$ cat config.mk
export PLATFORM = sky130hd
export DESIGN_NAME = sal_bank_fsm
export DESIGN_NICKNAME = d
export VERILOG_FILES = /design/src/rtl/sal_bank_fsm_pkg.sv /design/src/rtl/sal_bank_fsm_timer.sv /design/src/rtl/sal_bank_fsm.sv
export SDC_FILE = /design/constraint.sdc
export NUM_CORES = 1
export LEC_CHECK = 0
export CAP_MARGIN = 15
export CORE_MARGIN = 2
export CORE_UTILIZATION = 30
export DETAILED_ROUTE_END_ITERATION = 8
export PLACE_DENSITY = 0.61
export SYNTH_ARGS = -nofsm -noshare
export SYNTH_HDL_FRONTEND = slang
export SYNTH_SLANG_ARGS = --single-unit
$ cat constraint.sdc
create_clock -name clk -period 5.2 [get_ports clk]
set_input_delay 1.04 -clock clk [delete_from_list [all_inputs] [get_ports clk]]
set_output_delay 1.04 -clock clk [all_outputs]
set_load 0.01 [all_outputs]
$ cat src/rtl/sal_bank_fsm_pkg.sv
// sal_bank_fsm shared types: request field types, bank state enum,
// default DRAM timing constants (SAL_DDR_PARAMS defaults).
package sal_bank_fsm_pkg;

  typedef logic [15:0] dram_ra_t;
  typedef logic [9:0]  dram_ca_t;
  typedef logic [3:0]  axi_id_t;
  typedef logic [7:0]  axi_len_t;
  typedef logic [7:0]  seq_num_t;

  typedef enum logic [2:0] {
    CLOSED,
    ACTIVATING,
    OPEN,
    PRECHARGING,
    REFRESHING
  } bank_st_e;

  localparam int T_RCD_DEF = 4;
  localparam int T_RAS_DEF = 12;
  localparam int T_RP_DEF  = 4;
  localparam int T_WR_DEF  = 8;
  localparam int T_RTP_DEF = 3;
  localparam int T_RFC_DEF = 52;
  localparam int CNT_W_DEF = 8;

endpackage

$ cat src/rtl/sal_bank_fsm_timer.sv
// sal_bk_timer: loadable saturating down-counter, zero = constraint met.
// Ports: clk, rst_n, load (reload with T-1), zero (count is 0).
module sal_bk_timer #(
  parameter int CNT_W = 8,
  parameter int T     = 4
) (
  input  logic clk,
  input  logic rst_n,
  input  logic load,
  output logic zero
);

  localparam logic [CNT_W-1:0] LD  = CNT_W'(T - 1);
  localparam logic [CNT_W-1:0] ONE = CNT_W'(1);

  logic [CNT_W-1:0] cnt;

  always_ff @(posedge clk or negedge rst_n) begin
    if (!rst_n) begin
      cnt <= '0;
    end else if (load) begin
      cnt <= LD;
    end else if (cnt != '0) begin
      cnt <= cnt - ONE;
    end
  end

  assign zero = (cnt == '0);

endmodule

$ cat src/rtl/sal_bank_fsm.sv
// sal_bank_fsm: per-bank ACT/RD/WR/PRE/REF generator with bank timers.
// Ports: request queue handshake + fields, ref_pend/ref_done,
// *_req/*_gnt scheduler pairs, ra/ca/id/len/seq_num of held request.
// SAL_BK_AUTO_PRE_EN: closed-page policy (precharge once idle).
module sal_bank_fsm
  import sal_bank_fsm_pkg::*;
#(
  parameter int T_RCD = T_RCD_DEF,
  parameter int T_RAS = T_RAS_DEF,
  parameter int T_RP  = T_RP_DEF,
  parameter int T_WR  = T_WR_DEF,
  parameter int T_RTP = T_RTP_DEF,
  parameter int T_RFC = T_RFC_DEF,
  parameter int CNT_W = CNT_W_DEF
) (
  input  logic     clk,
  input  logic     rst_n,
  input  logic     req_valid,
  output logic     req_ready,
  input  logic     req_wr,
  input  dram_ra_t req_ra,
  input  dram_ca_t req_ca,
  input  axi_id_t  req_id,
  input  axi_len_t req_len,
  input  seq_num_t req_seq_num,
  input  logic     ref_pend,
  output logic     ref_done,
  output logic     act_req,
  output logic     rd_req,
  output logic     wr_req,
  output logic     pre_req,
  output logic     ref_req,
  input  logic     act_gnt,
  input  logic     rd_gnt,
  input  logic     wr_gnt,
  input  logic     pre_gnt,
  input  logic     ref_gnt,
  output dram_ra_t ra,
  output dram_ca_t ca,
  output axi_id_t  id,
  output axi_len_t len,
  output seq_num_t seq_num
);

  bank_st_e state;
  bank_st_e st_eff;
  dram_ra_t open_row;

  logic held;
  logic h_wr;

  logic trcd_z, tras_z, trp_z;
  logic twr_z, trtp_z, trfc_z;

  logic act_g, rd_g, wr_g, pre_g, ref_g;
  logic idle, is_open, hit;
  logic time_ok, pre_want;

  // A timed-out transient state behaves as its successor in the same
  // cycle, so dependent requests rise exactly T cycles after a grant.
  always_comb begin
    st_eff = state;
    unique case (1'b1)
      state == ACTIVATING && trcd_z: st_eff = OPEN;
      state == PRECHARGING && trp_z: st_eff = CLOSED;
      state == REFRESHING && trfc_z: st_eff = CLOSED;
      default: ;
    endcase
  end

  assign idle    = (st_eff == CLOSED);
  assign is_open = (st_eff == OPEN);
  assign hit     = held && (ra == open_row);
  assign time_ok = tras_z && twr_z && trtp_z;

`ifdef SAL_BK_AUTO_PRE_EN
  assign pre_want = held ? !hit : 1'b1;
`else
  assign pre_want = held ? !hit : ref_pend;
`endif

  // rst_n gates the outputs that depend on the ref_pend input directly.
  assign ref_req = rst_n && idle && ref_pend && trp_z;
  assign act_req = idle && !ref_pend && held
                   && trp_z && trfc_z;
  assign rd_req  = is_open && hit && !h_wr;
  assign wr_req  = is_open && hit && h_wr;
  assign pre_req = is_open && pre_want && time_ok;

  assign req_ready = rst_n && !held && !ref_pend;

  assign act_g = act_req && act_gnt;
  assign rd_g  = rd_req && rd_gnt;
  assign wr_g  = wr_req && wr_gnt;
  assign pre_g = pre_req && pre_gnt;
  assign ref_g = ref_req && ref_gnt;

  assign ref_done = ref_g;

  always_ff @(posedge clk or negedge rst_n) begin
    if (!rst_n) begin
      state    <= CLOSED;
      open_row <= '0;
    end else begin
      unique case (st_eff)
        CLOSED: begin
          if (ref_g) begin
            state <= REFRESHING;
          end else if (act_g) begin
            state    <= ACTIVATING;
            open_row <= ra;
          end else begin
            state <= CLOSED;
          end
        end
        OPEN:    state <= pre_g ? PRECHARGING : OPEN;
        default: state <= st_eff;
      endcase
    end
  end

  always_ff @(posedge clk or negedge rst_n) begin
    if (!rst_n) begin
      held    <= 1'b0;
      h_wr    <= 1'b0;
      ra      <= '0;
      ca      <= '0;
      id      <= '0;
      len     <= '0;
      seq_num <= '0;
    end else if (req_valid && req_ready) begin
      held    <= 1'b1;
      h_wr    <= req_wr;
      ra      <= req_ra;
      ca      <= req_ca;
      id      <= req_id;
      len     <= req_len;
      seq_num <= req_seq_num;
    end else if (rd_g || wr_g) begin
      held <= 1'b0;
    end
  end

  sal_bk_timer #(.CNT_W(CNT_W), .T(T_RCD)) u_trcd (
    .clk(clk), .rst_n(rst_n), .load(act_g), .zero(trcd_z));
  sal_bk_timer #(.CNT_W(CNT_W), .T(T_RAS)) u_tras (
    .clk(clk), .rst_n(rst_n), .load(act_g), .zero(tras_z));
  sal_bk_timer #(.CNT_W(CNT_W), .T(T_RP)) u_trp (
    .clk(clk), .rst_n(rst_n), .load(pre_g), .zero(trp_z));
  sal_bk_timer #(.CNT_W(CNT_W), .T(T_WR)) u_twr (
    .clk(clk), .rst_n(rst_n), .load(wr_g), .zero(twr_z));
  sal_bk_timer #(.CNT_W(CNT_W), .T(T_RTP)) u_trtp (
    .clk(clk), .rst_n(rst_n), .load(rd_g), .zero(trtp_z));
  sal_bk_timer #(.CNT_W(CNT_W), .T(T_RFC)) u_trfc (
    .clk(clk), .rst_n(rst_n), .load(ref_g), .zero(trfc_z));

`ifndef SYNTHESIS
  gnt_onehot: assert property (@(posedge clk) disable iff (!rst_n)
    $onehot0({act_gnt, rd_gnt, wr_gnt, pre_gnt, ref_gnt}));
`endif

endmodule

==> impl_metrics.env <==
export IMPL_grt_resource_usage_total_pct=13.4
export IMPL_synth_ff_latch_count=115
export IMPL_critPathArrivalTime_ns=3.13
export IMPL_detail_route_wirelength_microns=12000
export IMPL_rows=49
export IMPL_fin_skew_ns=0.00760
export IMPL_ant_nets=0
export IMPL_report_final_setup_viol=0
export IMPL_power_switching_fraction_pct=25.5
export IMPL_synth_cells=500
export IMPL_insertedDiodeCount=0
export IMPL_placeableCoreArea_sq_um=17800
export IMPL_drt_wirelength_per_cell_microns=14.0
export IMPL_share_seq_of_total_power_pct=41.1
export IMPL_pwr_density_cell_nw_per_um2=371
export IMPL_grt_overflow_total=0
export IMPL_htree_num_levels=4
export IMPL_timing_max_slew_rel_slack_pct=29.4
export IMPL_synth_flop_cell="sky130_fd_sc_hd__dfrtp_1"
export IMPL_cts_tree="done"
export IMPL_worst_setup_path_start_kind="flip-flop"
export IMPL_setup_total_negative_slack_ns=0
export IMPL_detailroute_via_count=4022
export IMPL_worst_setup_path_end_kind="primary output"
export IMPL_first_iter_violations=255
export IMPL_synthesis_yosys_warnings=0
export IMPL_drv_slew=0
export IMPL_critPathRequiredTime_ns=4.16
export IMPL_cellLeakagePower_nw=3.18
export IMPL_synth_cell_type_count=51
export IMPL_synth_compound_gate_area_share_pct=4.56
export IMPL_combinational_family_with_the_most_area_after_synthesis="simple AND/OR/NAND/NOR gates"
export IMPL_synth_mux_area_fraction_pct=10.9
export IMPL_sequential_element_share_of_the_synthesized_area_pct=53.2
export IMPL_top_level_ports=109
export IMPL_synth_area_sq_um=5410
export IMPL_ys_top_cells_by_area="sky130_fd_sc_hd__dfrtp_1 (53%), sky130_fd_sc_hd__mux2_2 (10%), sky130_fd_sc_hd__nand2_1 (5.3%)"
export IMPL_cts_hold_buffers=0
export IMPL_post_dp_hpwl_microns=8390
export IMPL_post_cts_buffers=0
export IMPL_p_int_mw=2.02
export IMPL_worstHoldPathType="reg2reg"
export IMPL_avgSynthCellArea_sq_um=10.8
export IMPL_switching_component_of_the_power_uw=691
export IMPL_worst_pin_slew_ns=1.03
export IMPL_synthSimpleGateAreaFrac_pct=20.0
export IMPL_antenna_violations_before_repair=0
export IMPL_cts_clk_slew_worst_paths_ns=0.05
export IMPL_synth_fa_ha_area_share_pct=2.08
export IMPL_synth_xor_area_share_pct=6.48
export IMPL_die_height_microns=138
export IMPL_numCtsBuffers=17
export IMPL_reg2reg_setup_slack_ns=2.42
export IMPL_cts_root_buffer="sky130_fd_sc_hd__clkbuf_16"
export IMPL_first_pass_iters=4
export IMPL_synth_enable_flop_cells=0
export IMPL_area_growth_pct=35.1
export IMPL_worst_skew_pair_late_latency_ns=0.42
export IMPL_die_x_microns=138
export IMPL_maximum_capacitance_violations=0
export IMPL_rsz0062_at_grt="false"
export IMPL_drc_violations=0
export IMPL_final_hold_viol_count=0
export IMPL_ctsLongestPathBuffers=2
export IMPL_period_share_pct=80.1
export IMPL_final_period_minus_worst_setup_slack_ns=4.17
export IMPL_nets=679
export IMPL_fmaxAchievable_ghz=0.240
export IMPL_grt_start_max_net_pins=81
export IMPL_nets_in_the_synthesized_netlist=565
export IMPL_place_congestion=0.844
export IMPL_timing_setup_critical_path_class="reg2out"
export IMPL_ir_drop_mv=0.200
export IMPL_cts_num_sinks=115
export IMPL_status="completed"
export IMPL_synth_async_reset_ratio_pct=100
export IMPL_area_of_the_die_sq_um=19100
export IMPL_clockPowerShare_pct=42.9
export IMPL_min_hold_slack_ns=0.483
export IMPL_initial_core_util_pct=30.3
export IMPL_port_buffers=108
export IMPL_synthDominantAreaCellType="sky130_fd_sc_hd__dfrtp_1"
export IMPL_drive_gt1_share_pct=15.5
export IMPL_drt_vias_per_instance=4.70
export IMPL_yosys_area_top_type_share_pct=53.2
export IMPL_cp_max_fo=8
export IMPL_wire_length_of_the_first_global_routing_pass_microns=20500
export IMPL_part_of_the_total_power_dissipated_in_combinational_logic_pct=16.0
export IMPL_postCtsResizedCells=0
export IMPL_utilization_of_the_core_after_routing_pct=41.0
export IMPL_vias_in_the_first_global_route=4155
## metal layers
| metal | wire [microns] | track usage [%] |
|---|---|---|
| met1 | 5220 | 15.5 |
| met2 | 5460 | 21.2 |
| met3 | 961 | 6.23 |
| met4 | 330 | 6.23 |
| met5 | 0 | 0 |
## power groups by stage
stage	Sequential (mW)	Combinational (mW)	Clock (mW)
floorplan	1.13	0.205	0
global placement	1.12	0.427	0
detailed placement	1.13	0.438	0
CTS	1.11	0.441	1.19
global route	1.13	0.483	1.24
finish	1.11	0.433	1.16
## logic make-up after synthesis
group / count (synthesis)
flops: 115
fa+ha+maj: 9
compound gates: 38
buf+inv: 33
mux: 53
xor+xnor: 40
simple gates: 212
## state kept, by name (all words and copies together) (netlist names)
name	count
ca	10
h_wr	1
held	1
id	4
len	8
open_row	16
ra	16
seq_num	8
state	3
u_tras.cnt	8
u_trcd.cnt	8
u_trfc.cnt	8
u_trp.cnt	8
u_trtp.cnt	8
u_twr.cnt	8
## placed cells by master (no fill, tap or decap), drive strengths merged, types with 3 or more instances in the layout
cell type,Yosys,routed
nand2b,8,8
inv,18,18
mux2,48,48
a21oi,16,16
or3b,4,4
nor2b,7,7
nor4,11,11
and2,5,5
nor3,20,20
and3,4,4
clkinv,0,6
dfrtp,115,115
nor2,43,43
a2111oi,3,3
mux2i,5,5
nor3b,4,4
clkbuf,7,21
bufinv,0,3
clkdlybuf4s50,0,107
buf,8,3
nand3,8,8
o21ai,7,7
xnor2,23,23
ha,9,9
nand2,77,77
xor2,17,17
or3,4,4
or2,7,7
## Yosys cell counts, types with 3 or more instances
| library cell | n |
|---|---|
| sky130_fd_sc_hd__mux2i_1 | 5 |
| sky130_fd_sc_hd__buf_2 | 5 |
| sky130_fd_sc_hd__dfrtp_1 | 115 |
| sky130_fd_sc_hd__ha_1 | 9 |
| sky130_fd_sc_hd__nor2b_1 | 7 |
| sky130_fd_sc_hd__mux2_2 | 48 |
| sky130_fd_sc_hd__xor2_1 | 17 |
| sky130_fd_sc_hd__inv_1 | 18 |
| sky130_fd_sc_hd__xnor2_1 | 23 |
| sky130_fd_sc_hd__nand2_1 | 77 |
| sky130_fd_sc_hd__nand2b_1 | 8 |
| sky130_fd_sc_hd__o21ai_0 | 7 |
| sky130_fd_sc_hd__or2_2 | 5 |
| sky130_fd_sc_hd__nand3_1 | 8 |
| sky130_fd_sc_hd__nor4_4 | 3 |
| sky130_fd_sc_hd__nor3_1 | 20 |
| sky130_fd_sc_hd__a2111oi_0 | 3 |
| sky130_fd_sc_hd__nor2_1 | 43 |
| sky130_fd_sc_hd__or3_1 | 4 |
| sky130_fd_sc_hd__nor3b_1 | 4 |
| sky130_fd_sc_hd__and3_1 | 3 |
| sky130_fd_sc_hd__and2_1 | 5 |
| sky130_fd_sc_hd__nor4_1 | 8 |
| sky130_fd_sc_hd__a21oi_1 | 16 |
| sky130_fd_sc_hd__clkbuf_1 | 7 |
## per-stage QoR
stage | worst slack, ns | cells | power (mW) | area, sq um
3_3_place_gp | 1.39 | 823 | 1.54 | 6700
4_1_cts | 0.977 | 855 | 2.75 | 7290
5_1_grt | 0.801 | 856 | 2.85 | 7310
3_5_place_dp | 1.39 | 823 | 1.56 | 6700
2_1_floorplan | 2.14 | 500 | 1.33 | 5410
6_report | 1.03 | 856 | 2.71 | 7310
## critical path, stage by stage, from the launching register on
cell,delay [ns]
sky130_fd_sc_hd__dfrtp_1,0.40
sky130_fd_sc_hd__inv_1,0.07
sky130_fd_sc_hd__ha_1,0.19
sky130_fd_sc_hd__or3b_4,0.41
sky130_fd_sc_hd__or3b_1,0.49
sky130_fd_sc_hd__nor3_1,0.22
sky130_fd_sc_hd__nand3_1,0.09
sky130_fd_sc_hd__nor3_1,0.25
sky130_fd_sc_hd__clkdlybuf4s50_1,0.60
## area by class of cell
class                   count  area [sq um]
well taps                 229           287
fillers                  1662         10500
multi-input cells         352          2380
clock buffers              21           450
inverters                  18          67.6
repair buffers            110          1110
clock inverters            11           135
flip-flops and latches    115          2880
## final timing paths
kind	end	depth (start not counted)	from
min in group asynchronous	u_trp.cnt[5]	1	rst_n
setup / recovery	pre_req	8	u_tras.cnt[0]
hold reg to reg	open_row[14]	2	open_row[14]
max in group asynchronous	ra[10]	2	rst_n
setup reg to reg	open_row[8]	5	u_trp.cnt[3]
hold / removal	open_row[14]	2	open_row[14]
No activity file was read; power rests on OpenSTA's default activity.
